===== src/rtl/spi3w_pkg.sv =====
// Shared types and constants for the 3-wire SPI configuration responder.
package spi3w_pkg;

  typedef enum logic [2:0] {
    StIdle,
    StInstr,
    StWdata,
    StRdata,
    StDone
  } state_e;

  // Instruction lengths in bits
  localparam int unsigned IL_2BYTE = 16;
  localparam int unsigned IL_1BYTE = 8;

  // Position of the R/W flag inside the instruction word
  localparam int unsigned RW_BIT_2BYTE = 15;
  localparam int unsigned RW_BIT_1BYTE = 7;

  // Address field widths
  localparam int unsigned ADDR_W       = 13;
  localparam int unsigned ADDR_W_1BYTE = 7;

  // Bit counter width, large enough to count a 16-bit instruction
  localparam int unsigned CNT_W = 5;

  // Extract the register address from a completed instruction word.
  function automatic logic [ADDR_W-1:0] instr_addr(input logic [15:0] instr,
                                                   input bit          two_byte);
    if (two_byte) begin
      return instr[ADDR_W-1:0];
    end
    return ADDR_W'(instr[ADDR_W_1BYTE-1:0]);
  endfunction

endpackage


===== src/rtl/spi3w_pin_sync.sv =====
// Synchronizes the SPI pins into clk_50m and produces edge pulses.
module spi3w_pin_sync (
  input  logic clk_50m,
  input  logic rst_n,
  input  logic spi_cs_n,
  input  logic spi_sclk,
  input  logic sdio_in,
  output logic sclk_rise,
  output logic sclk_fall,
  output logic cs_fall,
  output logic cs_rise,
  output logic sdio_s
);

  // [0] first sync stage, [1] second sync stage, [2] history
  logic [2:0] cs_q;
  logic [2:0] sclk_q;
  // sdio needs no history: it is only sampled, aligned with stage [1] of sclk
  logic [1:0] sdio_q;

  // Synchronizer and history shift registers.
  // cs resets to "selected" so a frame already under way at reset release
  // produces no falling edge and is ignored until CS goes high.
  always_ff @(posedge clk_50m or negedge rst_n) begin
    if (!rst_n) begin
      cs_q   <= '0;
      sclk_q <= '0;
      sdio_q <= '0;
    end else begin
      cs_q   <= {cs_q[1:0], spi_cs_n};
      sclk_q <= {sclk_q[1:0], spi_sclk};
      sdio_q <= {sdio_q[0], sdio_in};
    end
  end

  // Edge decode between the synchronized value and its history.
  always_comb begin
    sclk_rise = sclk_q[1] & ~sclk_q[2];
    sclk_fall = ~sclk_q[1] & sclk_q[2];
    cs_rise   = cs_q[1] & ~cs_q[2];
    cs_fall   = ~cs_q[1] & cs_q[2];
    sdio_s    = sdio_q[1];
  end

endmodule


===== src/rtl/spi3w_cfg_responder.sv =====
// 3-wire SPI responder emulating a converter configuration port.
module spi3w_cfg_responder
  import spi3w_pkg::*;
#(
  parameter bit          ADDR_2BYTE  = 1'b1,
  parameter int unsigned NUM_REGS    = 64,
  parameter int unsigned STATUS_ADDR = 'h1F,
  parameter int unsigned MIN_HALF    = 4
) (
  input  logic                  clk_50m,
  input  logic                  rst_n,
  input  logic                  spi_cs_n,
  input  logic                  spi_sclk,
  input  logic                  sdio_in,
  output logic                  sdio_out,
  output logic                  sdio_oe,
  input  logic [7:0]            status_in,
  output logic                  wr_stb,
  output logic [ADDR_W-1:0]     wr_addr,
  output logic [7:0]            wr_data,
  output logic                  frame_err,
  output logic                  busy
);

  localparam int unsigned IL    = ADDR_2BYTE ? IL_2BYTE : IL_1BYTE;
  localparam int unsigned IDX_W = $clog2(NUM_REGS);

  // MIN_HALF only constrains the master timing; the logic does not depend on it.
  logic unused_min_half;
  assign unused_min_half = (MIN_HALF > 0);

  logic sclk_rise, sclk_fall, cs_fall, cs_rise, sdio_s;

  spi3w_pin_sync u_pin_sync (
    .clk_50m   (clk_50m),
    .rst_n     (rst_n),
    .spi_cs_n  (spi_cs_n),
    .spi_sclk  (spi_sclk),
    .sdio_in   (sdio_in),
    .sclk_rise (sclk_rise),
    .sclk_fall (sclk_fall),
    .cs_fall   (cs_fall),
    .cs_rise   (cs_rise),
    .sdio_s    (sdio_s)
  );

  state_e              state_q, state_d;
  logic [CNT_W-1:0]    cnt_q, cnt_d;
  logic [14:0]         shift_q, shift_d;
  logic [ADDR_W-1:0]   addr_q, addr_d;
  logic [7:0]          tx_q, tx_d;
  logic                oe_q, oe_d;
  logic                out_q, out_d;
  logic                wr_stb_q, wr_stb_d;
  logic [ADDR_W-1:0]   wr_addr_q, wr_addr_d;
  logic [7:0]          wr_data_q, wr_data_d;
  logic                frame_err_q, frame_err_d;
  logic [7:0]          regs_q [NUM_REGS];

  logic [15:0]         shift_in;
  logic [CNT_W-1:0]    cnt_inc;
  logic [ADDR_W-1:0]   instr_addr_w;
  logic                instr_rw;
  logic [7:0]          rd_byte;
  logic                writable;

  // Shift path, decoded instruction fields and write permission.
  always_comb begin
    shift_in     = {shift_q, sdio_s};
    cnt_inc      = cnt_q + 1'b1;
    instr_addr_w = instr_addr(shift_in, ADDR_2BYTE);
    instr_rw     = ADDR_2BYTE ? shift_in[RW_BIT_2BYTE] : shift_in[RW_BIT_1BYTE];
    writable     = (32'(addr_q) < NUM_REGS) && (addr_q != ADDR_W'(STATUS_ADDR));
  end

  // Read byte for the address being decoded, loaded into TX on RDATA entry.
  always_comb begin
    rd_byte = regs_q[instr_addr_w[IDX_W-1:0]];
    if (instr_addr_w == ADDR_W'(STATUS_ADDR)) begin
      rd_byte = status_in;
    end else if (32'(instr_addr_w) >= NUM_REGS) begin
      rd_byte = 8'h00;
    end
  end

  // Frame FSM next state. CS edges take priority over SCLK edges.
  always_comb begin
    state_d     = state_q;
    cnt_d       = cnt_q;
    shift_d     = shift_q;
    addr_d      = addr_q;
    tx_d        = tx_q;
    oe_d        = oe_q;
    out_d       = out_q;
    wr_stb_d    = 1'b0;
    wr_addr_d   = wr_addr_q;
    wr_data_d   = wr_data_q;
    frame_err_d = 1'b0;

    if (cs_rise) begin
      state_d = StIdle;
      oe_d    = 1'b0;
      if (state_q == StInstr || state_q == StWdata || state_q == StRdata) begin
        frame_err_d = 1'b1;
      end
    end else if (cs_fall) begin
      if (state_q == StIdle) begin
        state_d = StInstr;
        cnt_d   = '0;
        shift_d = '0;
      end
    end else begin
      unique case (state_q)
        StIdle: ;
        StInstr: begin
          if (sclk_rise) begin
            shift_d = shift_in[14:0];
            cnt_d   = cnt_inc;
            if (cnt_inc == CNT_W'(IL)) begin
              cnt_d  = '0;
              addr_d = instr_addr_w;
              if (instr_rw) begin
                state_d = StRdata;
                tx_d    = rd_byte;
              end else begin
                state_d = StWdata;
              end
            end
          end
        end
        StWdata: begin
          if (sclk_rise) begin
            shift_d = shift_in[14:0];
            cnt_d   = cnt_inc;
            if (cnt_inc == CNT_W'(8)) begin
              state_d = StDone;
              if (writable) begin
                wr_stb_d  = 1'b1;
                wr_addr_d = addr_q;
                wr_data_d = shift_in[7:0];
              end
            end
          end
        end
        StRdata: begin
          if (sclk_fall) begin
            oe_d  = 1'b1;
            out_d = tx_q[7];
            tx_d  = {tx_q[6:0], 1'b0};
          end
          if (sclk_rise) begin
            cnt_d = cnt_inc;
            if (cnt_inc == CNT_W'(8)) begin
              state_d = StDone;
            end
          end
        end
        StDone: ;
        default: state_d = StIdle;
      endcase
    end
  end

  // FSM and output registers.
  always_ff @(posedge clk_50m or negedge rst_n) begin
    if (!rst_n) begin
      state_q     <= StIdle;
      cnt_q       <= '0;
      shift_q     <= '0;
      addr_q      <= '0;
      tx_q        <= '0;
      oe_q        <= 1'b0;
      out_q       <= 1'b0;
      wr_stb_q    <= 1'b0;
      wr_addr_q   <= '0;
      wr_data_q   <= '0;
      frame_err_q <= 1'b0;
    end else begin
      state_q     <= state_d;
      cnt_q       <= cnt_d;
      shift_q     <= shift_d;
      addr_q      <= addr_d;
      tx_q        <= tx_d;
      oe_q        <= oe_d;
      out_q       <= out_d;
      wr_stb_q    <= wr_stb_d;
      wr_addr_q   <= wr_addr_d;
      wr_data_q   <= wr_data_d;
      frame_err_q <= frame_err_d;
    end
  end

  // Register file, cleared by reset, written when a write frame commits.
  always_ff @(posedge clk_50m or negedge rst_n) begin
    if (!rst_n) begin
      for (int unsigned i = 0; i < NUM_REGS; i++) begin
        regs_q[i] <= 8'h00;
      end
    end else if (wr_stb_d) begin
      regs_q[wr_addr_d[IDX_W-1:0]] <= wr_data_d;
    end
  end

  // Pad release happens in the same cycle as the synchronized CS rise.
  always_comb begin
    sdio_oe   = oe_q & ~cs_rise;
    sdio_out  = out_q;
    wr_stb    = wr_stb_q;
    wr_addr   = wr_addr_q;
    wr_data   = wr_data_q;
    frame_err = frame_err_q;
    busy      = (state_q != StIdle);
  end

endmodule


===== config.mk =====
export PLATFORM = sky130hd
export DESIGN_NAME = spi3w_cfg_responder
export DESIGN_NICKNAME = d
export VERILOG_FILES = /design/src/rtl/spi3w_pkg.sv /design/src/rtl/spi3w_pin_sync.sv /design/src/rtl/spi3w_cfg_responder.sv
export SDC_FILE = /design/constraint.sdc
export NUM_CORES = 1
export LEC_CHECK = 0
export CELL_PAD_IN_SITES_DETAIL_PLACEMENT = 1
export CELL_PAD_IN_SITES_GLOBAL_PLACEMENT = 2
export CORE_ASPECT_RATIO = 0.8
export CORE_MARGIN = 2
export CORE_UTILIZATION = 44
export CTS_CLUSTER_DIAMETER = 30
export DETAILED_ROUTE_END_ITERATION = 12
export DONT_BUFFER_PORTS = 1
export MAX_ROUTING_LAYER = met4
export PLACE_DENSITY_LB_ADDON = 0.15
export SYNTH_ARGS = -nofsm -noshare
export SYNTH_HDL_FRONTEND = slang
export SYNTH_SLANG_ARGS = --single-unit

===== constraint.sdc =====
create_clock -name clk_50m -period 3 [get_ports clk_50m]
set_clock_uncertainty 0.05 [all_clocks]
set_input_delay 0.6 -clock clk_50m [delete_from_list [all_inputs] [get_ports clk_50m]]
set_output_delay 0.6 -clock clk_50m [all_outputs]
set_load 0.01 [all_outputs]

Word level (Yosys, flattened, before mapping)
Index checks and enable logic that the tools add are counted.

Add/subtract/negate cells: 1. Order comparisons: 5. Equal/unequal tests: 22. Mux-type cells: 56. Bitwise operators: 13. Reductions and logical operators: 23.

Operators with widths (count): bitwise mux 512 bit (1); 2-to-1 mux 8 bit (15); 2-to-1 mux 15 bit (4); binary-select mux 8 bit (select 6 bit) (1); demux 8 bit (select 6 bit) (1); 2-to-1 mux 6 bit (6); 2-to-1 mux 5 bit (5); 2-to-1 mux 3 bit (7); one-hot mux 8 bit (2 select lines) (1); greater-or-equal comparator 7 bit, second input constant (2); NOT 6 -> 7 bit (2); equality test 13 x 5 -> 1 bit, second input constant (1); greater-or-equal comparator 13 x 7 -> 1 bit, second input constant (1); less-than comparator 13 x 7 -> 1 bit, second input constant (1); 2-to-1 mux 1 bit (13); != test 13 x 5 -> 1 bit, second input constant (1); AND reduction 6 bit (2); one-hot mux 5 bit (2 select lines) (1); AND reduction 5 bit (2); nonzero test 2 bit (5); != test 3 x 1 -> 1 bit, second input constant (3); one-hot mux 3 bit (3 select lines) (1); != test 4 x 1 -> 1 bit, second input constant (2); AND reduction 4 bit (2); 21 further kinds (40).

Register bits after elaboration: 589. Input port bits: 13. Word-level logic and storage cells: 199.

Longest topological paths before layout
Gate-level depths: netlist of run 1.

Depth after elaboration: 14. Depth in mapped cells: 13.

Modules after synthesis
From an unflattened synthesis of run 1, not the netlist that was laid out.

Cells, all modules: 2151. Area, all modules: 26778.2 µm².

By module, submodules not included: spi3w_cfg_responder (instances 1, cells each 2139, area an instance 26543.0 µm², sequential area each 14538.9 µm²); spi3w_pin_sync (instances 1, cells each 12, area an instance 235.2 µm², sequential area each 200.2 µm²).

Least setup slack after synthesis of run 1
No wires, ideal clock.

Kind: reg-to-reg. Start point: reg u_pin_sync.cs_q[1]. End point: reg regs_q[456] (netlist name). Setup time: 132 ps. Arrival time: 2419 ps. Setup slack: 399 ps. Cell stages (with the launch flop): 10. Path buffers: 2. Cells stage by stage: dfrtp_1 > ha_1 > buf_6 > nor4b_4 > and4_1 > o31ai_4 > nor2_8 > mux2i_4 > buf_6 > o21ai_2.

RTL lines: start: declaration (line spi3w_pin_sync.sv:16) `logic [2:0] cs_q;`; start signal: assignment (line spi3w_pin_sync.sv:30) `cs_q <= {cs_q[1:0], spi_cs_n};`; NOT 1 bit (line spi3w_pin_sync.sv:41) `cs_fall = ~cs_q[1] & cs_q[2];`; bitwise AND 1 bit (line spi3w_pin_sync.sv:41); 2-to-1 mux 1 bit (line spi3w_cfg_responder.sv:106) `end else if (cs_fall) begin`; 2-to-1 mux 1 bit (*) (line spi3w_cfg_responder.sv:100) `if (cs_rise) begin`; named net wr_stb_d (line spi3w_cfg_responder.sv:54) `logic wr_stb_q, wr_stb_d;`; end signal: indexed assignment (line spi3w_cfg_responder.sv:200) `regs_q[wr_addr_d[IDX_W-1:0]] <= wr_data_d;`; end: declaration (line spi3w_cfg_responder.sv:58) `logic [7:0] regs_q [NUM_REGS];`.

Mark *: on every way through the listed nets, which the timed path passes. The rest lies on a longest branch. A chain may end at the register's enable or synchronous reset.

Final worst setup path of run 1
Start point: reg u_pin_sync.cs_q[1]. End point: reg regs_q[298] (netlist name).

Same word-level chain as after synthesis.

==> metrics.txt, run 1 <==
Hold Slack -0.435 ns; Clock Sinks 589; Initial Utilization 0.447; Yosys top cell area share 0.537; Yosys Warn Count 0; Crit. Startpoint u_pin_sync.cs_q[1]$_DFF_PN0_; net switching power between 7000 and 8000 uW; Yosys top cell by area dfrtp_1; drt first-iter violations 1317; Yosys cell types 71; GP Congestion 0.857; HP Class primary input to async pin; num rows slightly above 80; Worst slew margin -0.687; drt drc 0; largest stage delay on the critical path around 0.42 ns; final hold violations 256; CP Data Arrival Time 3.44 ns; Routed WL 86200 um; complex-gate fraction of the synthesized area 0.162; Pleak 0.0147 uW; post-synthesis mux area share 0.121; sequential cell area fraction in the yosys report 0.537; CP endpoint regs_q[298]$_DFFE_PN0P_; final core utilization 0.547; Crit Reg-Reg Startpoint u_pin_sync.cs_q[1]$_DFF_PN0_; synth top area cells dfrtp_1, nand2_1, o21ai_2; most common cell in the netlist nand2_1; Synth top cells by count nand2_1, dfrtp_1, o21ai_1, o21ai_2, mux2i_1; vias in the first global route 21600; Worst-Margin Slew 2.53 ns; worst-path cell chain inv_1 -> ha_1 -> nor4b_4 -> and4_4 -> o31ai_4 -> nor2_8 -> buf_12 -> mux2i_4 -> buf_6 -> o21ai_1; Int Pwr between 15000 and 20000 uW; clk root buf clkbuf_16; sw frac 0.265; Syn Nets 2504; R2R depth 10; worst path bufs/invs 3; remaining antenna violation count 0; status finished with violations; Post-synth ARST share 1.00; simple-gate area share of the yosys netlist 0.123; chip width 283 um; Clock Tree Buf Depth 3; Setup TNS 0 ns; Worst R2R End regs_q[298]$_DFFE_PN0P_; worst vdd ir 0.534 mV; Die Footprint 0.0644 mm2; post-synthesis xor/xnor area fraction 0.00128; # IOs 39; failing checks hold timing, slew limit; top layer in use met4; CP top delay family simple AND/OR/NAND/NOR gates; Worst-Skew Late Latency 0.71 ns; Net count, final roughly 2600; crit-path max FO 26; largest net degree at the start of global routing 590; Synth Area in Adders 0.00228; Final setup viols 0; Overflow after GRT 0; f_max 341 MHz; Power Density approximately 800 mW/mm2; met2 wire length 39500 um; stages on the worst setup path 10; register share of total power 0.311; clock-pin slew on the worst setup and hold paths around 0.05 ns; Post-Place Worst Slack approximately 0.018 ns; R2R Setup Slk about 0.066 ns; Synth-to-Final Area Change 22.5%; global-route wire length before repair 133000 um; max-cap violations 0; CTS tree built; Port Buffers 0; die height around 230 um; Detailed Place HPWL roughly 54000 um; core area between 0.06 and 0.07 mm2; fin. max-slew vios 407; initial antenna violation count 5; combinational share of power 0.126; drt via density around 5.6; routed via count slightly below 20000; met3 routed WL 4480 um; CTS H-tree depth 4; crit path max-delay cell type buf_6; worst path required time between 3 and 4 ns; WL met1 around 40000 um; Syn Area/Cell approximately 11 um2; Tcrit/Tclk final 0.978; crit end category flop; crit path time final just under 3 ns; EDFF count, synth 0; TritonCTS Buffers 132; largest family of logic cells by synthesized area compound AO/OA/AOI/OAI gates; Clk pwr share 0.563; Synth Register Bits 589; Worst setup SP type flop; gr usage total 0.282; DR WL/cell around 24 um; Top FF cell, synth dfrtp_1; unrepaired setup endpoints after global routing yes; setup ws final roughly 0.066 ns; proportion of layout cells with a drive suffix above 1 0.283; Setup Crit Path Kind flop to flop; # hold bufs at CTS 3; cells after synthesis 2486; synthesized cell area between 0.02 and 0.03 mm2; drt first pass iters 5
-- final cells by class --
class	instances	area, um2
multi-input combinational	1670	11300
tap	830	1040
clock inverter	71	937
sequential	589	14700
clock buffer	168	3750
fill	6456	27800
timing repair buffer	183	1760
antenna	3	7.51
inverter	30	113
-- what timing repair did --
action	in CTS	in global routing
resized for setup	0	8
pin swaps	1	0
setup endpoints to repair	15	34
hold endpoints to repair	592	589
gates cloned	0	2
setup buffers	1	3
-- per-stage QoR --
step	cell area, um2	power [uW]	hold WS (ns)	instances
2_1_floorplan	27400	10100	0.254	2486
3_3_place_gp	28800	11700	0.280	3293
3_5_place_dp	28800	11800	0.286	3293
4_1_cts	33500	27000	-0.473	3536
5_1_grt	33600	27600	-0.460	3544
6_report	33600	26800	-0.435	3544
-- layout by cell type (no fill, tap or decap), types with 5 or more instances in the layout --
master / Yosys / layout
nor2b_1: 13 / 13
o221ai_1: 8 / 8
mux2i_1: 109 / 109
clkinvlp_4: 0 / 9
nand4_1: 5 / 5
nand3b_1: 17 / 17
nand2b_1: 16 / 16
a31oi_1: 7 / 7
a211oi_1: 9 / 9
nor2_1: 35 / 35
clkbuf_1: 39 / 12
clkbuf_8: 0 / 18
clkinv_4: 0 / 6
and2_1: 9 / 9
inv_1: 29 / 29
nor4_1: 6 / 6
o21ai_0: 65 / 65
bufinv_16: 0 / 18
o21ai_2: 217 / 217
a22o_1: 9 / 9
nor3_1: 14 / 13
mux2_2: 17 / 17
clkinv_2: 0 / 28
nor3b_1: 6 / 6
a21oi_1: 25 / 25
nand2_1: 610 / 610
mux2i_4: 8 / 8
clkbuf_16: 0 / 140
buf_12: 0 / 26
o21ai_1: 256 / 256
buf_4: 11 / 149
ha_1: 5 / 5
dfrtp_1: 589 / 586
a22oi_1: 31 / 31
nand2_2: 16 / 15
o22ai_1: 7 / 7
clkinv_8: 0 / 5
mux4_2: 82 / 82
nand3_1: 10 / 10
-- cell families (layout without fill, tap and decap cells) --
family / Yosys count / count (layout)
xor+xnor: 4 / 4
other cells: 0 / 3
simple gates: 781 / 781
fa+ha+maj: 5 / 5
buf+inv: 227 / 452
compound gates: 664 / 664
flops: 589 / 589
mux: 216 / 216
-- worst min path at each step --
stage / from / endpoint
floorplan: rst_n / addr_q[0]$_DFFE_PN0P_
global placement: rst_n / regs_q[152]$_DFFE_PN0P_
detailed placement: rst_n / regs_q[187]$_DFFE_PN0P_
global route: rst_n / regs_q[184]$_DFFE_PN0P_
finish: rst_n / regs_q[184]$_DFFE_PN0P_
CTS: rst_n / regs_q[187]$_DFFE_PN0P_
-- power groups by stage --
| stage | Combinational (uW) | Sequential [uW] | Clock (uW) |
|---|---|---|---|
| final | 3390 | 8340 | 15100 |
| after CTS | 3340 | 8330 | 15300 |
| after detailed placement | 3310 | 8450 | 0 |
| after global placement | 3290 | 8440 | 0 |
| after global routing | 3520 | 8340 | 15700 |
| after floorplan | 1820 | 8270 | 0 |
-- sequential cells by signal (all words and copies together), names as in the netlist, 5 cells and up --
| register | cells |
|---|---|
| regs_q | 512 |
| shift_q | 15 |
| addr_q | 13 |
| wr_addr | 13 |
| tx_q | 8 |
| wr_data | 8 |
| cnt_q | 5 |
-- layer usage --
metal / GRT usage / vias to the layer above
met1: 0.376 / 10300
met3: 0.0584 / 156
met5: - / -
met4: 0.106 / 0
met2: 0.429 / 420
li1: - / 9001
No activity file was read; power rests on OpenSTA's default activity.
==> run 2, diff against run 1 <==
--- a/config.mk
+++ b/config.mk
@@ -15,6 +15,7 @@
 export DONT_BUFFER_PORTS = 1
 export MAX_ROUTING_LAYER = met4
 export PLACE_DENSITY_LB_ADDON = 0.15
+export SKIP_CTS_REPAIR_TIMING = 1
 export SYNTH_ARGS = -nofsm -noshare
 export SYNTH_HDL_FRONTEND = slang
 export SYNTH_SLANG_ARGS = --single-unit
==> constraint.sdc (replaced) <==
create_clock -name clk_50m -period 2.8 [get_ports clk_50m]
set_clock_uncertainty 0.05 [all_clocks]
set_input_delay 0.56 -clock clk_50m [delete_from_list [all_inputs] [get_ports clk_50m]]
set_output_delay 0.56 -clock clk_50m [all_outputs]
set_load 0.01 [all_outputs]
==> run 2 against run 1 <==
Against the previous run: maximum frequency increased by 5.7%; largest cell class unchanged; die area unchanged; global-route usage increased by 0.49 points; clock-buffer cell count increased by 11; worst hold slack got worse by 0.056 ns; via count increased by 3.5%; the flow still finishes with violations (hold timing, slew limit); flip-flop and latch count unchanged.
==> metrics.txt, run 2 (synthesis gave the netlist of run 1 again) <==
crit path time final 2.78 ns (-0.158 ns); global-route wire length before repair 135000 um (+2.0%); remaining antenna violation count 0 (unchanged); f_max 360 MHz (+5.7%); GP Congestion 0.856 (about the same); fin. max-slew vios 239 (-41%); R2R Setup Slk 0.02 ns (-0.04 ns); Port Buffers 0 (unchanged); max-cap violations 0 (unchanged); unrepaired setup endpoints after global routing yes; Crit. Startpoint shift_q[0]$_DFFE_PN0P_; Overall Power 28800 uW (+7.5%); Net count, final 2680 (+2.1%); clock-pin slew on the worst setup and hold paths 0.05 ns (about the same); CP Data Arrival Time 3.28 ns (-0.16 ns); CTS tree built; # IOs 39 (unchanged); Hold Slack -0.491 ns (-0.0564 ns); Final setup viols 0 (unchanged); Pleak 0.0155 uW (+5.4%); Die Footprint 0.0644 mm2 (unchanged); Area after DPL 0.0295 mm2 (+2.3%); Setup Crit Path Kind flop to flop; failing checks hold timing, slew limit; largest net degree at the start of global routing 590 (unchanged); max reg flops 512 (unchanged); Worst slew margin -0.266 (+0.421); commonest non-fill, non-tap cell in the layout nand2_1; final std cells w/o fill 3599 (+1.6%); initial antenna violation count 7 (+2); Worst setup SP type flop; Routed WL 92000 um (+6.7%); Power Density 825 mW/mm2 (+3.4%); drt via density 5.70 (+1.9%); crit-path max FO 12 (-54%); CP endpoint tx_q[3]$_DFFE_PN0P_; worst vdd ir 0.543 mV (+1.9%); crit end category flop; clk root buf clkbuf_16; Initial Utilization 0.447 (unchanged); fin area 0.0349 mm2 (+3.9%); Reg with most FFs regs_q; Detailed Place HPWL 56200 um (+3.6%); Synth-to-Final Area Change 27.3%; Worst-Skew Late Latency 0.71 ns (about the same); vias in the first global route 21800 (+0.87%); num rows 81 (unchanged); worst path required time 3.30 ns (-0.21 ns); Clock Sinks 589 (unchanged); drt first-iter violations 1565 (+19%); placed insts 3312 (+0.58%); drt drc 0 (unchanged); Overflow after GRT 0 (unchanged); Crit Reg-Reg Startpoint shift_q[0]$_DFFE_PN0P_; TritonCTS Buffers 135 (+2.3%); core area 0.0614 mm2 (unchanged); routed via count 20500 (+3.5%); status finished with violations; top flop regs regs_q x512, shift_q x15; commonest non-fill, non-tap cells in the layout nand2_1, dfrtp_1, o21ai_1; Clock Tree Buf Depth 3 (unchanged); drt first pass iters 4 (-1); die height 227 um (unchanged); DR WL/cell 25.6 um (+5.1%); Tcrit/Tclk final 0.992 (+0.0134); HP Class primary input to async pin; chip width 283 um (unchanged); Worst R2R End tx_q[3]$_DFFE_PN0P_; gr usage total 0.287 (+0.00487); R2R depth 9 (-1); Worst-Margin Slew 1.90 ns (-0.632 ns); CTS H-tree depth 4 (unchanged); final hold violations 589 (+130%); proportion of layout cells with a drive suffix above 1 0.295 (+0.0127)
-- run 2: metal layers --
layer | track usage | wire length, um | share of wire | up-vias
met5 | - | 0 | 0 | -
met4 | 0.0884 | 1780 | 0.019 | 0
met2 | 0.432 | 42700 | 0.46 | 529
met3 | 0.0552 | 5010 | 0.054 | 135
met1 | 0.395 | 42500 | 0.46 | 10700
li1 | - | - | - | 9128
-- run 2: power by group --
| group | internal (uW) | total (uW) | switching (uW) |
|---|---|---|---|
| clock network | 11200 | 16200 | 5010 |
| registers | 8670 | 8890 | 221 |
| logic | 1410 | 3780 | 2370 |
-- run 2: final cells by class --
| type | instances | area (um2) |
|---|---|---|
| Antenna cell | 5 | 12.5 |
| Clock inverter | 60 | 851 |
| Inverter | 30 | 113 |
| Tap cell | 830 | 1040 |
| Timing Repair Buffer | 236 | 3010 |
| Multi-Input combinational cell | 1670 | 11300 |
| Clock buffer | 179 | 3820 |
| Fill cell | 6281 | 26500 |
| Sequential cell | 589 | 14700 |
-- run 2: worst min path at each step --
stage                     startpoint                       to  slack, ns
after global placement         rst_n  regs_q[144]$_DFFE_PN0P_       0.25
after CTS                      rst_n  regs_q[142]$_DFFE_PN0P_      -0.50
after detailed placement       rst_n  regs_q[158]$_DFFE_PN0P_       0.25
after global routing           rst_n  regs_q[144]$_DFFE_PN0P_      -0.51
final                          rst_n  regs_q[144]$_DFFE_PN0P_      -0.49
after floorplan                rst_n    addr_q[0]$_DFFE_PN0P_       0.21
-- run 2: through the flow --
stage                     utilization  worst slack, ns  setup TNS, ns  hold WS [ns]
after global placement          0.480          0.00929              0         0.255
after floorplan                     -            0.199              0         0.214
final                           0.569           0.0236              0        -0.491
after global routing            0.569          -0.0654          -1.52        -0.514
after detailed placement        0.480          -0.0770          -1.80         0.248
after CTS                       0.556           -0.132         -14.64        -0.504
-- run 2: worst max-delay path, cell delays in order, from the launching register on --
cell and delay, ns:
dfrtp_4 0.60, buf_12 0.18, buf_12 0.16, mux2i_2 0.34
nor3_1 0.07, or3_1 0.46, a22oi_1 0.18, a31oi_1 0.13
a211oi_1 0.29, a31oi_1 0.12
==> run 3, diff against run 2 <==
--- a/config.mk
+++ b/config.mk
@@ -9,12 +9,13 @@
 export CELL_PAD_IN_SITES_GLOBAL_PLACEMENT = 2
 export CORE_ASPECT_RATIO = 0.8
 export CORE_MARGIN = 2
-export CORE_UTILIZATION = 44
+export CORE_UTILIZATION = 47
 export CTS_CLUSTER_DIAMETER = 30
 export DETAILED_ROUTE_END_ITERATION = 12
 export DONT_BUFFER_PORTS = 1
 export MAX_ROUTING_LAYER = met4
 export PLACE_DENSITY_LB_ADDON = 0.15
+export RECOVER_POWER = 100
 export SKIP_CTS_REPAIR_TIMING = 1
 export SYNTH_ARGS = -nofsm -noshare
 export SYNTH_HDL_FRONTEND = slang
==> constraint.sdc (replaced) <==
create_clock -name clk_50m -period 3.5 [get_ports clk_50m]
set_clock_uncertainty 0.05 [all_clocks]
set_input_delay 0.7 -clock clk_50m [delete_from_list [all_inputs] [get_ports clk_50m]]
set_output_delay 0.7 -clock clk_50m [all_outputs]
set_load 0.01 [all_outputs]
==> run 3 against run 2 <==
Against the previous run: the flow still finishes with violations (hold timing, slew limit); final cell count shrank 5.1%; flip-flop and latch count is the same; total power shrank 23%; worst hold slack gained 0.17 ns; sequential share of layout area grew 4.1 points; sequential power shrank 19%; combinational power shrank 33%; first-iteration DRC count shrank 3.6%; routed wire length shrank 7.2%; clock power shrank 23%; die area shrank 6.3%; maximum frequency shrank 17%.
==> metrics.txt, run 3 (synthesis gave the netlist of run 1 again) <==
initial antenna violation count 1 (-6); DR WL/cell 25.0 um (-2.3%); Clock Sinks 589 (unchanged); CP Data Arrival Time 3.87 ns (+0.59 ns); clock-pin slew on the worst setup and hold paths 0.04 ns (about the same); Filler cells 6153 (-2.0%); drt via density 5.82 (+2.0%); gr usage total 0.300 (+0.0129); Clock Tree Buf Depth 3 (unchanged); Reg with most FFs regs_q; GP Congestion 0.834 (-2.7%); global-route wire length before repair 132000 um (-2.8%); f_max 299 MHz (-17%); CTS tree built; TritonCTS Buffers 130 (-3.7%); Initial Utilization 0.474 (+0.0269); met3 routed WL 3750 um (-25%); Setup Crit Path Kind flop to flop; commonest non-fill, non-tap cell in the layout nand2_1; die height 220 um (-3.2%); worst path required time 4.02 ns (+0.72 ns); Crit. Startpoint u_pin_sync.sdio_q[1]$_DFF_PN0_; R2R depth 7 (-2); HP Class primary input to async pin; worst vdd ir 0.532 mV (-2.1%); top layer in use met4; top flop regs regs_q x512, shift_q x15; routed via count 19900 (-3.2%); chip width 274 um (-3.2%); status finished with violations; Synth-to-Final Area Change 16.0%; largest net degree at the start of global routing 590 (unchanged); num rows 79 (-2.5%); stages on the worst setup path 7 (-2); fin. max-slew vios 348 (+46%); crit path max-delay cell type dfrtp_4; failing checks hold timing, slew limit; commonest non-fill, non-tap cells in the layout nand2_1, dfrtp_1, o21ai_0; Crit Reg-Reg Startpoint u_pin_sync.sdio_q[1]$_DFF_PN0_; crit end category flop; core area 0.0579 mm2 (-5.7%); final core utilization 0.550 (-0.0191); fin area 0.0318 mm2 (-8.9%); worst path bufs/invs 2 (unchanged); Tcrit/Tclk final 0.956 (-0.0351); Worst-Skew Late Latency 0.70 ns (about the same); Hold Slack -0.321 ns (+0.170 ns); Worst setup SP type flop; max reg flops 512 (unchanged); Net count, final 2567 (-4.2%); crit path time final 3.35 ns (+0.571 ns); CP top delay family flip-flops; Worst-Margin Slew 2.73 ns (+0.831 ns); Power Density 697 mW/mm2 (-16%); Worst slew margin -0.820 (-0.554); Overall Power 22200 uW (-23%); Final setup viols 0 (unchanged); drt first-iter violations 1508 (-3.6%); drt drc 0 (unchanged); remaining antenna violation count 0 (unchanged); max-cap violations 0 (unchanged); drt first pass iters 5 (+1); Overflow after GRT 0 (unchanged); WL met1 39600 um (-6.7%); Detailed Place HPWL 52300 um (-6.9%); proportion of layout cells with a drive suffix above 1 0.184 (-0.111); # IOs 39 (unchanged); Port Buffers 0 (unchanged); Die Footprint 0.0603 mm2 (-6.3%); met2 wire length 40000 um (-6.3%); clk root buf clkbuf_16; final hold violations 242 (-59%); unrepaired setup endpoints after global routing no; crit-path max FO 26 (+14); vias in the first global route 21300 (-2.3%); largest stage delay on the critical path 0.79 ns (+0.19 ns); Area after DPL 0.0282 mm2 (-4.4%); worst-path cell chain buf_4 -> mux4_2 -> a22oi_1 -> nand4_1 -> a221oi_1 -> clkbuf_1 -> a21oi_1; Pleak 0.0140 uW (-9.5%); Routed WL 85300 um (-7.2%); CTS H-tree depth 4 (unchanged)
run 3: worst register-to-register path: cells and delay by family, from the launching register on:
kind / cells / cell delay, ns
flops: 1 / 0.79
compound gates: 3 / 0.74
buf+inv: 2 / 0.72
mux: 1 / 0.65
simple gates: 1 / 0.28
run 3: layer usage:
layer	GRT usage	vias to the layer above
li1	-	8813
met1	0.409	10500
met2	0.460	438
met3	0.0514	142
met4	0.0960	0
met5	-	-
run 3: per-stage QoR:
stage	setup TNS [ns]	hold WS [ns]	cells	setup slack, ns
3_5_place_dp	-2.55	0.288	3180	-0.203
5_1_grt	0	-0.341	3417	0.0269
3_3_place_gp	-0.822	0.283	3180	-0.114
2_1_floorplan	0	0.281	2486	0.899
4_1_cts	-7.91	-0.352	3410	-0.273
6_report	0	-0.321	3417	0.152
run 3: cell type report:
class                   count  area (um2)  area share
flip-flops and latches    589       14700       0.463
multi-input cells        1670       10500       0.329
clock buffers             179        3760       0.118
repair buffers            128        1060      0.0334
well taps                 769         962      0.0302
clock inverters            51         726      0.0228
inverters                  30         113     0.00354
diodes                      1        2.50   0.0000786
run 3: where the power goes:
part           leakage [uW]  internal [uW]  switching (uW)
clock network       0.00219           8670            3820
registers           0.00817           6930             240
logic               0.00365            901            1630
total                0.0140          16500            5680
run 3: worst paths after layout:
path | to | slack (ns)
worst min register to register | u_pin_sync.sclk_q[1]$_DFF_PN0_ | 0.30
min in group clk_50m | tx_q[6]$_DFFE_PN0P_ | 0.21
worst max-delay path | tx_q[7]$_DFFE_PN0P_ | 0.15
worst max register to register | tx_q[7]$_DFFE_PN0P_ | 0.15
max in group asynchronous | regs_q[85]$_DFFE_PN0P_ | 1.57
worst min-delay path | regs_q[129]$_DFFE_PN0P_ | -0.32
